==> src/rtl/camera_pixel_feeder.sv <==
// rtl/camera_pixel_feeder.sv - camera pixel stream to VGA feeder with x/y tagging and show-ahead FIFO
module camera_pixel_feeder #(
  parameter int FRAME_WIDTH  = 640,
  parameter int FRAME_HEIGHT = 480,
  parameter int FIFO_DEPTH   = 16,
  parameter int FIFO_AW      = 4
) (
  input  logic        clock_100m,
  input  logic        reset_100m,
  input  logic        capture_enable,
  input  logic        pixel_in_valid,
  input  logic        pixel_in_sof,
  input  logic [7:0]  pixel_in_r,
  input  logic [7:0]  pixel_in_g,
  input  logic [7:0]  pixel_in_b,
  output logic        camera_to_vga_valid,
  input  logic        camera_to_vga_ack,
  output logic [9:0]  camera_to_vga_x,
  output logic [9:0]  camera_to_vga_y,
  output logic [14:0] camera_to_vga_color,
  output logic        fifo_overflow,
  output logic [15:0] dropped_count
);

  localparam logic [9:0]       X_LAST    = 10'(FRAME_WIDTH - 1);
  localparam logic [9:0]       Y_LAST    = 10'(FRAME_HEIGHT - 1);
  localparam logic [FIFO_AW:0] DEPTH_CNT = (FIFO_AW + 1)'(FIFO_DEPTH);

  logic [34:0]        mem [FIFO_DEPTH];
  logic [FIFO_AW-1:0] wr_ptr;
  logic [FIFO_AW-1:0] rd_ptr;
  logic [FIFO_AW:0]   count;
  logic [FIFO_AW:0]   count_next;
  logic [9:0]         x_cnt;
  logic [9:0]         y_cnt;
  logic [9:0]         pix_x;
  logic [9:0]         pix_y;
  logic [9:0]         x_next;
  logic [9:0]         y_next;
  logic [14:0]        pix_color;
  logic               accept;
  logic               full;
  logic               push;
  logic               pop;
  logic               drop;
  logic               unused_low_bits;

  assign accept    = pixel_in_valid & capture_enable;
  assign full      = (count == DEPTH_CNT);
  assign pop       = camera_to_vga_ack & (count != '0);
  // When full, a same-cycle pop frees the slot the push lands in.
  assign push      = accept & (~full | camera_to_vga_ack);
  assign drop      = accept & ~push;
  assign pix_color = {pixel_in_r[7:3], pixel_in_g[7:3], pixel_in_b[7:3]};
  assign unused_low_bits = ^{pixel_in_r[2:0], pixel_in_g[2:0], pixel_in_b[2:0]};

  // Start-of-frame forces (0,0), so the same advance rule yields x=1, y=0.
  always_comb begin
    pix_x  = pixel_in_sof ? '0 : x_cnt;
    pix_y  = pixel_in_sof ? '0 : y_cnt;
    x_next = pix_x + 10'd1;
    y_next = pix_y;
    if (pix_x == X_LAST) begin
      x_next = '0;
      y_next = (pix_y == Y_LAST) ? '0 : pix_y + 10'd1;
    end
  end

  always_comb begin
    count_next = count;
    case ({push, pop})
      2'b10:   count_next = count + 1'b1;
      2'b01:   count_next = count - 1'b1;
      default: count_next = count;
    endcase
  end

  always_ff @(posedge clock_100m or posedge reset_100m) begin
    if (reset_100m) begin
      for (int i = 0; i < FIFO_DEPTH; i++) mem[i] <= '0;
    end else if (push) begin
      mem[wr_ptr] <= {pix_y, pix_x, pix_color};
    end
  end

  always_ff @(posedge clock_100m or posedge reset_100m) begin
    if (reset_100m) begin
      wr_ptr              <= '0;
      rd_ptr              <= '0;
      count               <= '0;
      x_cnt               <= '0;
      y_cnt               <= '0;
      camera_to_vga_valid <= 1'b0;
      fifo_overflow       <= 1'b0;
      dropped_count       <= '0;
    end else begin
      count               <= count_next;
      camera_to_vga_valid <= (count_next != '0);
      if (push) wr_ptr <= wr_ptr + 1'b1;
      if (pop)  rd_ptr <= rd_ptr + 1'b1;
      // Counters advance on every accepted pixel, dropped or not.
      if (accept) begin
        x_cnt <= x_next;
        y_cnt <= y_next;
      end
      if (drop) begin
        fifo_overflow <= 1'b1;
        if (dropped_count != 16'hFFFF) dropped_count <= dropped_count + 16'd1;
      end
    end
  end

  assign {camera_to_vga_y, camera_to_vga_x, camera_to_vga_color} = mem[rd_ptr];

endmodule

==> config.mk <==
export PLATFORM = sky130hd
export DESIGN_NAME = camera_pixel_feeder
export DESIGN_NICKNAME = d
export VERILOG_FILES = /design/src/rtl/camera_pixel_feeder.sv
export SDC_FILE = /design/constraint.sdc
export NUM_CORES = 1
export LEC_CHECK = 0
export CAP_MARGIN = 5
export CORE_MARGIN = 2
export CORE_UTILIZATION = 58
export DETAILED_ROUTE_END_ITERATION = 8
export DONT_BUFFER_PORTS = 1
export HOLD_SLACK_MARGIN = 0.03
export PLACE_DENSITY = 0.76
export SLEW_MARGIN = 30
export SYNTH_ARGS = -nofsm -noshare
export SYNTH_HDL_FRONTEND = slang
export SYNTH_SLANG_ARGS = --single-unit
==> constraint.sdc <==
create_clock -name clock_100m -period 19.15 [get_ports clock_100m]
set_clock_uncertainty 0.15 [all_clocks]
set_input_delay 1.915 -clock clock_100m [delete_from_list [all_inputs] [get_ports clock_100m]]
set_output_delay 1.915 -clock clock_100m [all_outputs]
set_load 0.1 [all_outputs]
==> run summary, run 1 <==
In the synthesized netlist, the number of instances is 2,131. The number of hold buffers added after CTS is 0, and the reported leakage power is 13.1 nW. Summing the sequential cell areas from Yosys gives 56.2% of the chip area. In this run the vertical extent of the chip is 220 µm. After detailed routing, the number of remaining DRC violations is 0.

After the last flow step, the layout net total stands at 2,091. For the maximum operating frequency, the log shows 0.164 GHz. The worst setup path is launched from a flip-flop.

Counting flops with a built-in enable in the synthesized netlist gives 0. Type of the worst setup path: flip-flop to output pin. The startpoint of the worst-slack reg-to-reg timing path was count[2]. The top-level port count was 83; the total area of multi-input combinational cells was 11,200 µm². The number of vias per cell is 6.29. Setup repair after global routing left no endpoint under its margin.

The tools report the total wire length as 62,000 µm. The analysis attributes to net switching a power of 1.55 mW. Setup violations remaining at the end of the flow were counted as 0. The setup check on the worst reg-to-reg path leaves a slack of 15.55 ns. The delay of the slowest critical-path stage is 0.78 ns, and the area share of the leading cell type in the synthesized netlist is 56.2%. The final routed wire length divided by cell count is 22.9 µm.

The tools report the wire length of the first global-routing pass as 99,500 µm. Post-CTS timing repair inserted 0 buffers for setup. During placement, the flow inserted port buffers numbering 0.

The clock passes through at most 3 buffers. A synthesized cell averages 12.8 µm². Nature of the critical path endpoint: an output pin.

Count of synthesis-stage warnings from yosys: 0. In the global route stage, overall resource usage came out at 26.8%. The share of final-layout standard cells stronger than drive strength 1 was 27.8%; the growth of design area from synthesis to finish was 9.81%.

The routed layout has 17,000 vias. The hold path startpoint is mem[309]. The first detailed-routing pass ran for 6 iterations. The critical path goes through buf_4, buf_6, mux4_2, mux4_2. Post-CTS clock slew at the launch and capture registers of the worst setup and hold paths: 0.06 ns. The internal cell power came out at 2.94 mW. The critical path contains buffers and inverters numbering 2 combined. Dividing total power by cell area gives a power density of 151 nW/µm². The global route total overflow is 0, and the final-layout fill cell count is 3,295.

The H-tree was split into 2 levels. Clock latency on the worst-skew pair, taken at its later pin, is 0.63 ns. The timing startpoint of the critical path was rd_ptr[1]. Once detail routing completed, the nets flagged for antenna violations numbered 0. The number of synthesized register bits is 611, and the area of the core is 46,400 µm². The count of unique library cells instantiated by Yosys came out at 57. The logs give 0 for the number of pins with negative max-slew slack in the final report and 0.134 mV for the worst supply voltage drop on vdd.

Headroom to the max-slew limit came out at 31.0%. The switching share of power was 34.6%. Hold is met by 0.321 ns. The run gives 17,700 as the number of global-route vias before repair. The slowest stage of the critical path is the sky130_fd_sc_hd__mux4_2 cell. In this run the horizontal extent of the chip is 220 µm.

The tree is rooted in a sky130_fd_sc_hd__clkbuf_16. Clock tree synthesis found a total of 611 sinks. The clock network burns 27.9% of the power. The sequential cell area in the final layout is 15,300 µm².

The pin count of the biggest net entering global routing was 195; the number of instances on the worst hold path was 2. Kind of cell with the highest combined delay on the critical path: buffers and inverters. The most numerous cell type found on the critical path is sky130_fd_sc_hd__mux4_2. The number of endpoints with negative hold slack in the final report was 0; the share of the clock period used by the worst path after layout was 31.8%. Clock tree synthesis inserted a total of 61 buffers. Async set-reset flop share out of synthesis: 100%. Once layout is done, the placed cells without fillers occupy 29,800 µm². The most instantiated flip-flop cell in the synthesis netlist is sky130_fd_sc_hd__dfrtp_1.

In this run, the combinational gates consume 31.5% of the power. After synthesis, the cell types taking the most area are sky130_fd_sc_hd__dfrtp_1 56%, sky130_fd_sc_hd__mux4_2 14%, sky130_fd_sc_hd__mux2_2 10%. The tools report the terminating pin of the worst hold path as mem[309]. Setup total negative slack on the finished layout was measured at 0 ns. The data arrival time at the worst-slack endpoint was 4.03 ns; the number of max-capacitance violations reported was 0.

The number of gates resized after CTS was 0. The critical path data required time was 17.09 ns. The tools report the initial DRC count as 1,504. In this run the worst hold path is classified as flip-flop to flip-flop. At the pin with the least slew margin, the transition time is 1.04 ns. In this run, flip-flops and latches consume 40.6% of the power. The floorplan step defined a die boundary enclosing 48,600 µm². Depth of the worst register-to-register path: 9. TritonCTS built the clock tree. For the total inserted antenna cells, the log shows 0.

The congestion estimate from routability-driven global placement came to 0.794. The run gives 27,200 µm² as the combined area of all synthesized cells. The run finished with clean final reports. The smallest clock period supported by the final layout is computed as 6.10 ns. The tools report the site row count as 79. Summed over all nets, the half-perimeter wirelength after detailed placement is 33,200 µm. The logs give 27,600 µm² for the area after detailed placement and 2,171 for the post-synthesis net count.

The endpoint of the most critical register-to-register path is camera_to_vga_valid. The initial antenna violation count came out at 0. Worst-path maximum fanout: 68. The initial utilization of the core area, before any placement, comes to 58.6%.

The biggest area contributor in the post-synthesis netlist is sky130_fd_sc_hd__dfrtp_1.
[state kept, by name (all words and copies together) (netlist names)]
| name | cells |
|---|---|
| count | 5 |
| y_cnt | 10 |
| wr_ptr | 4 |
| rd_ptr | 4 |
| mem | 560 |
| dropped_count | 16 |
| x_cnt | 10 |
| camera_to_vga_valid | 1 |
| fifo_overflow | 1 |
[worst max path at each step]
stage / to / slack, ns / cells past startpoint
after global routing: camera_to_vga_y[8] / 12.98 / 4
after CTS: camera_to_vga_y[0] / 13.05 / 4
after floorplan: camera_to_vga_valid / 8.75 / 1
after global placement: camera_to_vga_y[4] / 13.48 / 4
final: camera_to_vga_y[8] / 13.05 / 4
after detailed placement: camera_to_vga_y[8] / 13.73 / 4
[cell usage in the layout (no fill, tap or decap), types with 3 or more instances in the layout]
cell type and n:
sky130_fd_sc_hd__dfrtp_1 607, sky130_fd_sc_hd__nand2_1 366, sky130_fd_sc_hd__o21ai_0 346, sky130_fd_sc_hd__mux2_2 244
sky130_fd_sc_hd__mux4_2 175, sky130_fd_sc_hd__clkbuf_16 63, sky130_fd_sc_hd__nor2_1 23, sky130_fd_sc_hd__buf_4 22
sky130_fd_sc_hd__clkbuf_8 20, sky130_fd_sc_hd__inv_1 17, sky130_fd_sc_hd__a21oi_1 14, sky130_fd_sc_hd__nand4_1 14
sky130_fd_sc_hd__xnor2_1 13, sky130_fd_sc_hd__nand3_2 12, sky130_fd_sc_hd__nand3_1 12, sky130_fd_sc_hd__nor3_1 10
sky130_fd_sc_hd__ha_1 10, sky130_fd_sc_hd__clkbuf_1 10, sky130_fd_sc_hd__clkinv_2 9, sky130_fd_sc_hd__nor4_1 7
sky130_fd_sc_hd__nand2b_1 7, sky130_fd_sc_hd__buf_6 7, sky130_fd_sc_hd__a31oi_1 6, sky130_fd_sc_hd__xor2_1 6
sky130_fd_sc_hd__bufinv_16 6, sky130_fd_sc_hd__nor2b_1 5, sky130_fd_sc_hd__nand3b_1 5, sky130_fd_sc_hd__a311oi_1 4
sky130_fd_sc_hd__and2_1 3, sky130_fd_sc_hd__nor3b_1 3, sky130_fd_sc_hd__clkinvlp_4 3, sky130_fd_sc_hd__mux2i_1 3
sky130_fd_sc_hd__nand4_4 3, sky130_fd_sc_hd__buf_12 3, sky130_fd_sc_hd__dfrtp_4 3
[logic make-up after synthesis]
logic type / Yosys count / share of synthesized area, %
compound gates: 388 / 7.42
xor+xnor: 19 / 0.612
fa+ha+maj: 10 / 0.460
buf+inv: 195 / 2.84
flops: 611 / 56.2
mux: 422 / 24.7
simple gates: 486 / 7.70
[metrics by stage]
stage	setup WS, ns	instances	utilization [%]	power (mW)
after floorplan	8.75	2131	-	2.99
after detailed placement	13.73	2592	59.6	3.26
after CTS	13.05	2704	64.2	4.52
after global routing	12.98	2707	64.4	4.70
final	13.05	2707	64.4	4.50
after global placement	13.48	2591	59.5	3.20
[area by class of cell]
cell class	instances	share of cell area [%]
sequential	611	51.3
multi-input combinational	1325	37.6
inverter	18	0.239
clock buffer	93	6.33
tap	607	2.54
clock inverter	19	0.863
timing repair buffer	34	1.20
[power by group through the flow]
stage / Sequential [mW] / Combinational (mW) / Clock, mW
2_1_floorplan: 1.73 / 1.26 / 0
3_3_place_gp: 1.85 / 1.35 / 0
3_5_place_dp: 1.86 / 1.41 / 0
4_1_cts: 1.84 / 1.41 / 1.27
5_1_grt: 1.87 / 1.50 / 1.33
6_report: 1.83 / 1.42 / 1.25
[worst min-delay path, stage by stage (launching register included)]
cell and delay (ns):
sky130_fd_sc_hd__dfrtp_1 0.34, sky130_fd_sc_hd__nand2_1 0.04, sky130_fd_sc_hd__o21ai_0 0.06
[routing by layer]
layer	vias to the layer above	global-route usage (%)	part of all wire [%]	wire length, µm
li1	7492	-	-	-
met2	516	42.6	49	30100
met3	118	5.81	6.7	4130
met1	8894	37.5	42	26100
met4	0	8.24	2.7	1670
met5	-	0	0	0
[synth_stat cells, drive strengths merged, types with 2 or more instances]
cell type	count
xor2	6
nor4b	2
a311oi	4
a31oi	6
nor4	8
buf	37
nand2b	7
a22oi	2
or4	3
and2	3
nand4	17
ha	10
nor3	10
mux4	175
nor3b	3
mux2	244
a21oi	15
clkbuf	140
o21ai	347
nor2b	5
nor2	23
nand2	366
and3	2
inv	18
o22ai	2
nand3b	5
dfrtp	611
mux2i	3
a21boi	2
xnor2	13
nand3	24
(Power assumes the default switching activity.)
==> run 2: changes to the inputs <==
--- a/config.mk
+++ b/config.mk
@@ -7,7 +7,7 @@
 export LEC_CHECK = 0
 export CAP_MARGIN = 5
 export CORE_MARGIN = 2
-export CORE_UTILIZATION = 58
+export CORE_UTILIZATION = 60
 export DETAILED_ROUTE_END_ITERATION = 8
 export DONT_BUFFER_PORTS = 1
 export HOLD_SLACK_MARGIN = 0.03
==> constraint.sdc (replaced) <==
create_clock -name clock_100m -period 6.1 [get_ports clock_100m]
set_clock_uncertainty 0.15 [all_clocks]
set_input_delay 0.61 -clock clock_100m [delete_from_list [all_inputs] [get_ports clock_100m]]
set_output_delay 0.61 -clock clock_100m [all_outputs]
set_load 0.1 [all_outputs]
==> run 2 against run 1 <==
  * Worst setup slack got worse by 11 ns
  * Critical path type unchanged
  * Largest cell class unchanged
  * Die area down 3.3%
  * Combinational power increased to 3.2 times the previous value
  * Core utilization is 2.9 points higher
  * Global-route usage up 0.48 points
  * Wire length decreased by 1.2%
==> run summary, run 2 (synthesis results as in run 1) <==
Of the available clock period, the critical path in the final layout requires 69.9%. For the proportion of power drawn by flip-flops and latches, the log shows 40.9% (+0.3 points). The logs give 17,900 (+0.90%) for the number of global-route vias before repair and 5 (-1) for the count of TritonRoute iterations in the first routing pass. The depth of the worst register-to-register path works out to 7 (-2). For the worst slack on hold paths, the log shows 0.0674 ns (-0.254 ns). For the site row count, the log shows 77 (-2.5%).

Clock tree root driver cell: sky130_fd_sc_hd__clkbuf_16. The post-CTS clock slew at the launch and capture registers of the worst setup and hold paths was 0.06 ns (about the same). The largest registers in the layout are mem x560, dropped_count x16. The internal cell power was 9.10 mW (+210%). The switching share of power is 35.0% (+0.46 points).

TritonCTS built the clock tree. For the total number of clock tree sinks, the log shows 611 (unchanged). The class of the most critical hold timing path was input port to flip-flop. The worst supply voltage drop on vdd is 0.372 mV (+180%). The logs give 2,576 (-0.62%) for the placed instance count and 0 (unchanged) for the number of pins with negative max-slew slack in the final report. For the die area, the log shows 47,000 µm² (-3.3%). Flip-flop count of the largest register, all copies and words added: 560 (unchanged). The total power divided by cell area was 467 nW/µm² (+210%). The die boundary width works out to 217 µm (-1.7%). The overall power consumption is 14.0 mW (+210%).

The number of I/O port buffers came out at 0 (unchanged). The register with the most flip-flops in the final layout is mem. Leaving out fill and tap cells, the most frequent cells in the layout are 606 x sky130_fd_sc_hd__dfrtp_1, 366 x sky130_fd_sc_hd__nand2_1, 346 x sky130_fd_sc_hd__o21ai_0. The final-stage net count is 2,107 (+0.77%). The type of the worst setup path is flip-flop to output pin. The number of instances on the worst hold path was 3 (+1); the final core utilization was 67.3% (+2.9 points).

The library cell used most frequently in the layout, excluding fill and tap cells, is sky130_fd_sc_hd__dfrtp_1. The reported leakage power came out at 13.2 nW (+0.14%). The number of antenna-violating nets in the routed design is 0 (unchanged), and the starting density of the core is 61.1% (+2.4 points). The run gives 2,708 (+0.037%) as the post-route non-filler standard cell count. The clock share of power is 26.9% (-1.0 points), and the total negative slack is 0 ns (unchanged).

The tools report the pin count of the biggest net entering global routing as 176 (-9.7%). The run gives 27.3% (+0.48 points) as the overall global routing resource usage. The combinational share of power came out at 32.2% (+0.7 points). The logs give 5.34 ns (-11.75 ns) for the critical path data required time and 0 (unchanged) for the DRC violation count after routing. The run gives 1,478 (-1.7%) as the initial DRC count. The tools report the startpoint kind of the worst setup timing path as a flip-flop. The number of max-capacitance violations reported was 0 (unchanged). The number of vias per cell is 6.29 (about the same), and the total inserted antenna cells is 0 (unchanged). The total wire length is 61,200 µm (-1.2%), and the via count is 17,000 (+0.035%).

The data arrival time at the worst-slack endpoint is 3.50 ns (-0.53 ns). The slew at the pin closest to its max-slew limit was 1.02 ns (-0.0170 ns); the number of endpoints with negative hold slack in the final report was 0 (unchanged). The tools report the maximum level of the CTS H-tree as 2 (unchanged). The power dissipated by switching net loads was 4.91 mW (+220%); the final routed wire length divided by cell count was 22.6 µm (-1.3%).

The initial antenna violation count was 0 (unchanged). Setup repair after global routing left no endpoint under its margin. From synthesis to final layout, the design area changed by 10.2%. For the relative max-transition margin, the log shows 32.1% (+1.1 points). The logs give 3 (unchanged) for the maximum buffer depth of the clock tree and 0 (unchanged) for the setup violation total in the final timing report. The wire length of the first global-routing pass is 99,800 µm (+0.35%), and the detailed placer's ending HPWL is 33,900 µm (+2.1%). The logs give 3,067 (-6.9%) for the final-layout fill cell count and 44,500 µm² (-4.0%) for the area of the core. The worst-path maximum fanout was 38 (-44%). The number of buffers created by CTS was 61 (unchanged); the global route total overflow was 0 (unchanged). The clock network latency to the later pin of the worst-skew pair is 0.63 ns (about the same), and the chip height is 217 µm (-1.7%). The area after detailed placement was 27,700 µm² (+0.27%). The nature of the critical path endpoint is an output pin.

The tools report the final weighted congestion in routability-driven placement as 0.816 (+2.8%). The run finished with clean final reports. The post-route cell area is 30,000 µm² (+0.40%). The logs give 83 (unchanged) for the top-level port count and 2.26 ns (-11.47 ns) for the worst setup slack after placement.

The share of final-layout standard cells stronger than drive strength 1 was 27.2% (-0.59 points); the smallest setup slack after layout was 1.84 ns (-11.22 ns). The clock period could shrink to 4.26 ns. Based on the critical path, the design can be clocked at up to 0.235 GHz.
[run 2: changes by cell type in the layout (fill, tap and decap cells not counted), moves of 2 or more]
cell                            change
sky130_fd_sc_hd__dlygate4sd3_1     +17
sky130_fd_sc_hd__clkinv_8           +2
sky130_fd_sc_hd__clkbuf_1           +8
sky130_fd_sc_hd__bufinv_16          -3
sky130_fd_sc_hd__buf_6              -7
sky130_fd_sc_hd__nand3_4            +4
sky130_fd_sc_hd__buf_12             +4
sky130_fd_sc_hd__nand3_2            -4
sky130_fd_sc_hd__clkinv_2           -4
[run 2: path summary, 6_finish.rpt]
path / slack (ns) / end / start
max: 1.84 / camera_to_vga_y[9] / rd_ptr[0]
min: 0.07 / x_cnt[7] / pixel_in_sof
max reg2reg: 2.64 / camera_to_vga_valid / count[1]
min reg2reg: 0.32 / mem[51] / mem[51]
max in group asynchronous: 3.89 / rd_ptr[1] / reset_100m
min in group asynchronous: 0.47 / mem[363] / reset_100m
[run 2: repair_timing]
| action | CTS | global route |
|---|---|---|
| endpoints found under the hold margin | 273 | 0 |
| resized for setup | 0 | 0 |
| setup buffers | 0 | 0 |
| hold buffers | 17 | 0 |
[run 2: layout make-up]
class | count | area [µm²] | area share (%)
clock buffers | 98 | 1870 | 6.22
inverters | 18 | 71.3 | 0.238
flip-flops and latches | 611 | 15300 | 51.1
multi-input cells | 1325 | 11200 | 37.5
clock inverters | 14 | 180 | 0.601
repair buffers | 50 | 559 | 1.87
well taps | 592 | 741 | 2.47
[run 2: worst max-delay path, stage by stage (launching register included)]
cell and delay, ns:
sky130_fd_sc_hd__dfrtp_4 0.98, sky130_fd_sc_hd__buf_4 0.50, sky130_fd_sc_hd__mux4_2 0.57, sky130_fd_sc_hd__mux4_2 0.78
[run 2: per-layer routing]
layer | wire length, µm | up-vias | global-route usage, %
li1 | - | 7521 | -
met1 | 25500 | 8939 | 37.4
met2 | 30900 | 465 | 45.7
met3 | 3410 | 101 | 4.18
met4 | 1430 | 0 | 8.31
met5 | 0 | - | 0
[run 2: power by group through the flow]
| stage | Sequential (mW) | Combinational [mW] | Clock, mW |
|---|---|---|---|
| 6_report | 5.72 | 4.51 | 3.77 |
| 5_1_grt | 5.85 | 4.78 | 3.99 |
| 4_1_cts | 5.72 | 4.56 | 3.82 |
| 3_5_place_dp | 5.79 | 4.51 | 0 |
| 3_3_place_gp | 5.76 | 4.33 | 0 |
| 2_1_floorplan | 5.44 | 3.96 | 0 |
==> run 3: changes to the inputs <==
--- a/config.mk
+++ b/config.mk
@@ -7,7 +7,7 @@
 export LEC_CHECK = 0
 export CAP_MARGIN = 5
 export CORE_MARGIN = 2
-export CORE_UTILIZATION = 60
+export CORE_UTILIZATION = 58
 export DETAILED_ROUTE_END_ITERATION = 8
 export DONT_BUFFER_PORTS = 1
 export HOLD_SLACK_MARGIN = 0.03
==> constraint.sdc (replaced) <==
create_clock -name clock_100m -period 3.6 [get_ports clock_100m]
set_clock_uncertainty 0.15 [all_clocks]
set_input_delay 0.36 -clock clock_100m [delete_from_list [all_inputs] [get_ports clock_100m]]
set_output_delay 0.36 -clock clock_100m [all_outputs]
set_load 0.1 [all_outputs]
==> run 3 against run 2 <==
  * Non-clock buffer count increased by 59
  * Clock power up 61%
  * Highest routed layer unchanged
  * Combinational power rose by 78%
  * Largest power group unchanged
  * Die area grew 3.4%
  * Global-route usage is 0.30 points lower
  * Worst setup slack got worse by 1.7 ns
  * Power increased by 69%
  * Cell count up 2.6%
  * Critical endpoint is now camera_to_vga_x[6]
  * Register-to-register slack worse by 2.5 ns
  * Worst hold slack got worse by 0.0056 ns
  * Sequential share of layout area is 0.82 points lower
  * Critical path depth is 1 higher
==> run summary, run 3 (synthesis results as in run 1) <==
The number of I/O port buffers is 0 (unchanged). The min-delay analysis places its worst path in the category input port to asynchronous set/reset pin. The run gives 0.812 (-0.54%) as the final weighted congestion in routability-driven placement.

The chip height is 220 µm (+1.7%), and the count of TritonRoute iterations in the first routing pass is 7 (+2). The final-stage net count was 2,164 (+2.7%). Ranked by flip-flop count, first place goes to mem. The run gives 58.6% (-2.4 points) as the starting density of the core. The worst reg-to-reg setup slack is 0.19 ns (-2.45 ns), and the relative max-transition margin is 35.8% (+3.7 points).

The run gives 1,541 (+4.3%) as the initial DRC count. The routed design could run at a clock period as short as 3.50 ns. The type of the worst setup path is flip-flop to output pin. Critical path data required time: 3.09 ns (-2.25 ns). The logs give 2.99 ns (-0.51 ns) for the data arrival time at the worst-slack endpoint and 0.632 mV (+70%) for the worst supply voltage drop on vdd. The detailed placer's ending HPWL was 37,900 µm (+12%); the area after detailed placement was 28,300 µm² (+2.2%).

The run gives 0 (unchanged) as the number of endpoints with negative hold slack in the final report. The library cells used most frequently in the layout, excluding fill and tap cells, are 607 x sky130_fd_sc_hd__dfrtp_1, 366 x sky130_fd_sc_hd__nand2_1, 346 x sky130_fd_sc_hd__o21ai_0. The worst-path maximum fanout was 37 (-2.6%); the wire length of the first global-routing pass was 101,000 µm (+1.6%). TritonCTS built the clock tree. The run gives 0.0972 ns (-1.74 ns) as the smallest setup slack after layout. The run finished with clean final reports. The worst slack on hold paths is 0.0619 ns (-0.00556 ns). The nature of the critical path endpoint is an output pin. For the placed instance count, the log shows 2,650 (+2.9%). The total number of clock tree sinks was 611 (unchanged).

The number of antenna-violating nets in the routed design is 0 (unchanged), and the post-CTS clock slew at the launch and capture registers of the worst setup and hold paths is 0.06 ns (about the same). The run gives 0 (unchanged) as the number of max-capacitance violations reported. For the total negative slack, the log shows 0 ns (unchanged). The share of final-layout standard cells stronger than drive strength 1 was 29.0% (+1.8 points); the maximum level of the CTS H-tree was 2 (unchanged). The number of pins with negative max-slew slack in the final report was 0 (unchanged); the share of the clock period used by the worst path after layout was 97.3%. The maximum buffer depth of the clock tree was 3 (unchanged); the final-layout fill cell count was 3,208 (+4.6%). The via count is 17,400 (+1.9%).

The tools report the startpoint of the worst-slack reg-to-reg timing path as count[1]. Most frequent standard cell in the layout excluding fill and tap cells: sky130_fd_sc_hd__dfrtp_1. The total inserted antenna cells came out at 0 (unchanged). The overall global routing resource usage was 27.0% (-0.30 points). Die boundary width: 220 µm (+1.7%). The total power divided by cell area works out to 775 nW/µm² (+66%).

The tools report the global route total overflow as 0 (unchanged). The endpoint of the most critical register-to-register path was camera_to_vga_valid. The setup violation total in the final timing report was 0 (unchanged); the site row count was 79 (+2.6%). The tools report the post-route non-filler standard cell count as 2,779 (+2.6%).

Clock tree root driver cell: sky130_fd_sc_hd__clkbuf_16. Flip-flop count of the largest register, all copies and words added: 560 (unchanged). Slew at the pin closest to its max-slew limit: 0.962 ns (-0.0570 ns). Setup repair after global routing left no endpoint under its margin. The number of buffers created by CTS is 59 (-3.3%), and the reported leakage power is 13.5 nW (+2.4%). The worst setup path is launched from a flip-flop. The number of global-route vias before repair is 18,300 (+2.4%). In the final layout, the registers with the most flip-flops are mem x560, dropped_count x16. The post-route cell area is 30,500 µm² (+1.6%), and the area of the core is 46,400 µm² (+4.2%). Final core utilization: 65.7% (-1.6 points). The final routed wire length divided by cell count works out to 22.5 µm (-0.64%).

The sequential cell area in the final layout came out at 15,300 µm² (about the same). The growth of design area from synthesis to finish was 12.0%. The depth of the worst register-to-register path works out to 7 (unchanged). The tools report the overall power consumption as 23.6 mW (+69%). The maximum operating frequency came out at 0.285 GHz. The initial antenna violation count was 0 (unchanged); the number of vias per cell was 6.24 (-0.69%).

The die area is 48,600 µm² (+3.4%). The total wire length is 62,400 µm (+2.0%). The run gives 11,200 µm² (-0.33%) as the total area of multi-input combinational cells.

For the clock network latency to the later pin of the worst-skew pair, the log shows 0.63 ns (about the same). The top-level port count came out at 83 (unchanged). The run gives 105 (-40%) as the pin count of the biggest net entering global routing. The worst setup slack after placement is 0.237 ns (-2.02 ns). The run gives 0 (unchanged) as the DRC violation count after routing.
==> run 3: cell types whose count changed in the layout (fill, tap and decap cells not counted), sizes merged <==
cell / previous run / this run
inv: 19 / 18
bufinv: 3 / 0
dlygate4sd3: 17 / 18
clkinvlp: 3 / 4
buf: 31 / 91
clkbuf: 100 / 98
==> run 3: timing repair <==
| item | 4_1_cts | 5_1_grt |
|---|---|---|
| hold endpoints to repair | 294 | 0 |
| setup buffers | 0 | 0 |
| resized for setup | 0 | 2 |
| setup endpoints to repair | 0 | 5 |
| hold buffers | 18 | 0 |
==> run 3: cell type report <==
class,instances,share of cell area (%)
clock buffer,98,6.06
clock inverter,11,0.255
inverter,18,0.234
multi-input combinational,1325,36.8
sequential,611,50.2
tap,607,2.49
timing repair buffer,109,3.91
==> run 3: where the power goes <==
group          internal, mW  total [mW]  switching, mW
Clock                  3.47        6.07           2.60
Sequential             8.46        9.52           1.05
Combinational          3.36        8.02           4.67
Total                  15.3        23.6           8.32
==> run 3: worst max path at each step <==
| stage | start | end | slack [ns] | cells after the start |
|---|---|---|---|---|
| after floorplan | reset_100m | camera_to_vga_valid | -5.25 | 1 |
| after global placement | count[1] | camera_to_vga_valid | 0.30 | 7 |
| after detailed placement | count[1] | camera_to_vga_valid | 0.24 | 7 |
| after CTS | rd_ptr[0] | camera_to_vga_color[1] | 0.04 | 4 |
| after global routing | rd_ptr[0] | camera_to_vga_x[0] | 0.004 | 3 |
| final | rd_ptr[0] | camera_to_vga_x[6] | 0.1 | 4 |
==> run 3: critical path, cell delays in order, from the launching register on <==
cell and delay, ns:
sky130_fd_sc_hd__dfrtp_4 0.46, sky130_fd_sc_hd__buf_16 0.29, sky130_fd_sc_hd__buf_4 0.26, sky130_fd_sc_hd__mux4_2 0.55, sky130_fd_sc_hd__mux4_2 0.78
==> run 3: routing by layer <==
metal | track usage, % | share of wire (%)
met4 | 8.67 | 3.0
met3 | 4.84 | 5.6
met2 | 44.3 | 50
met5 | 0 | 0
met1 | 37.1 | 42
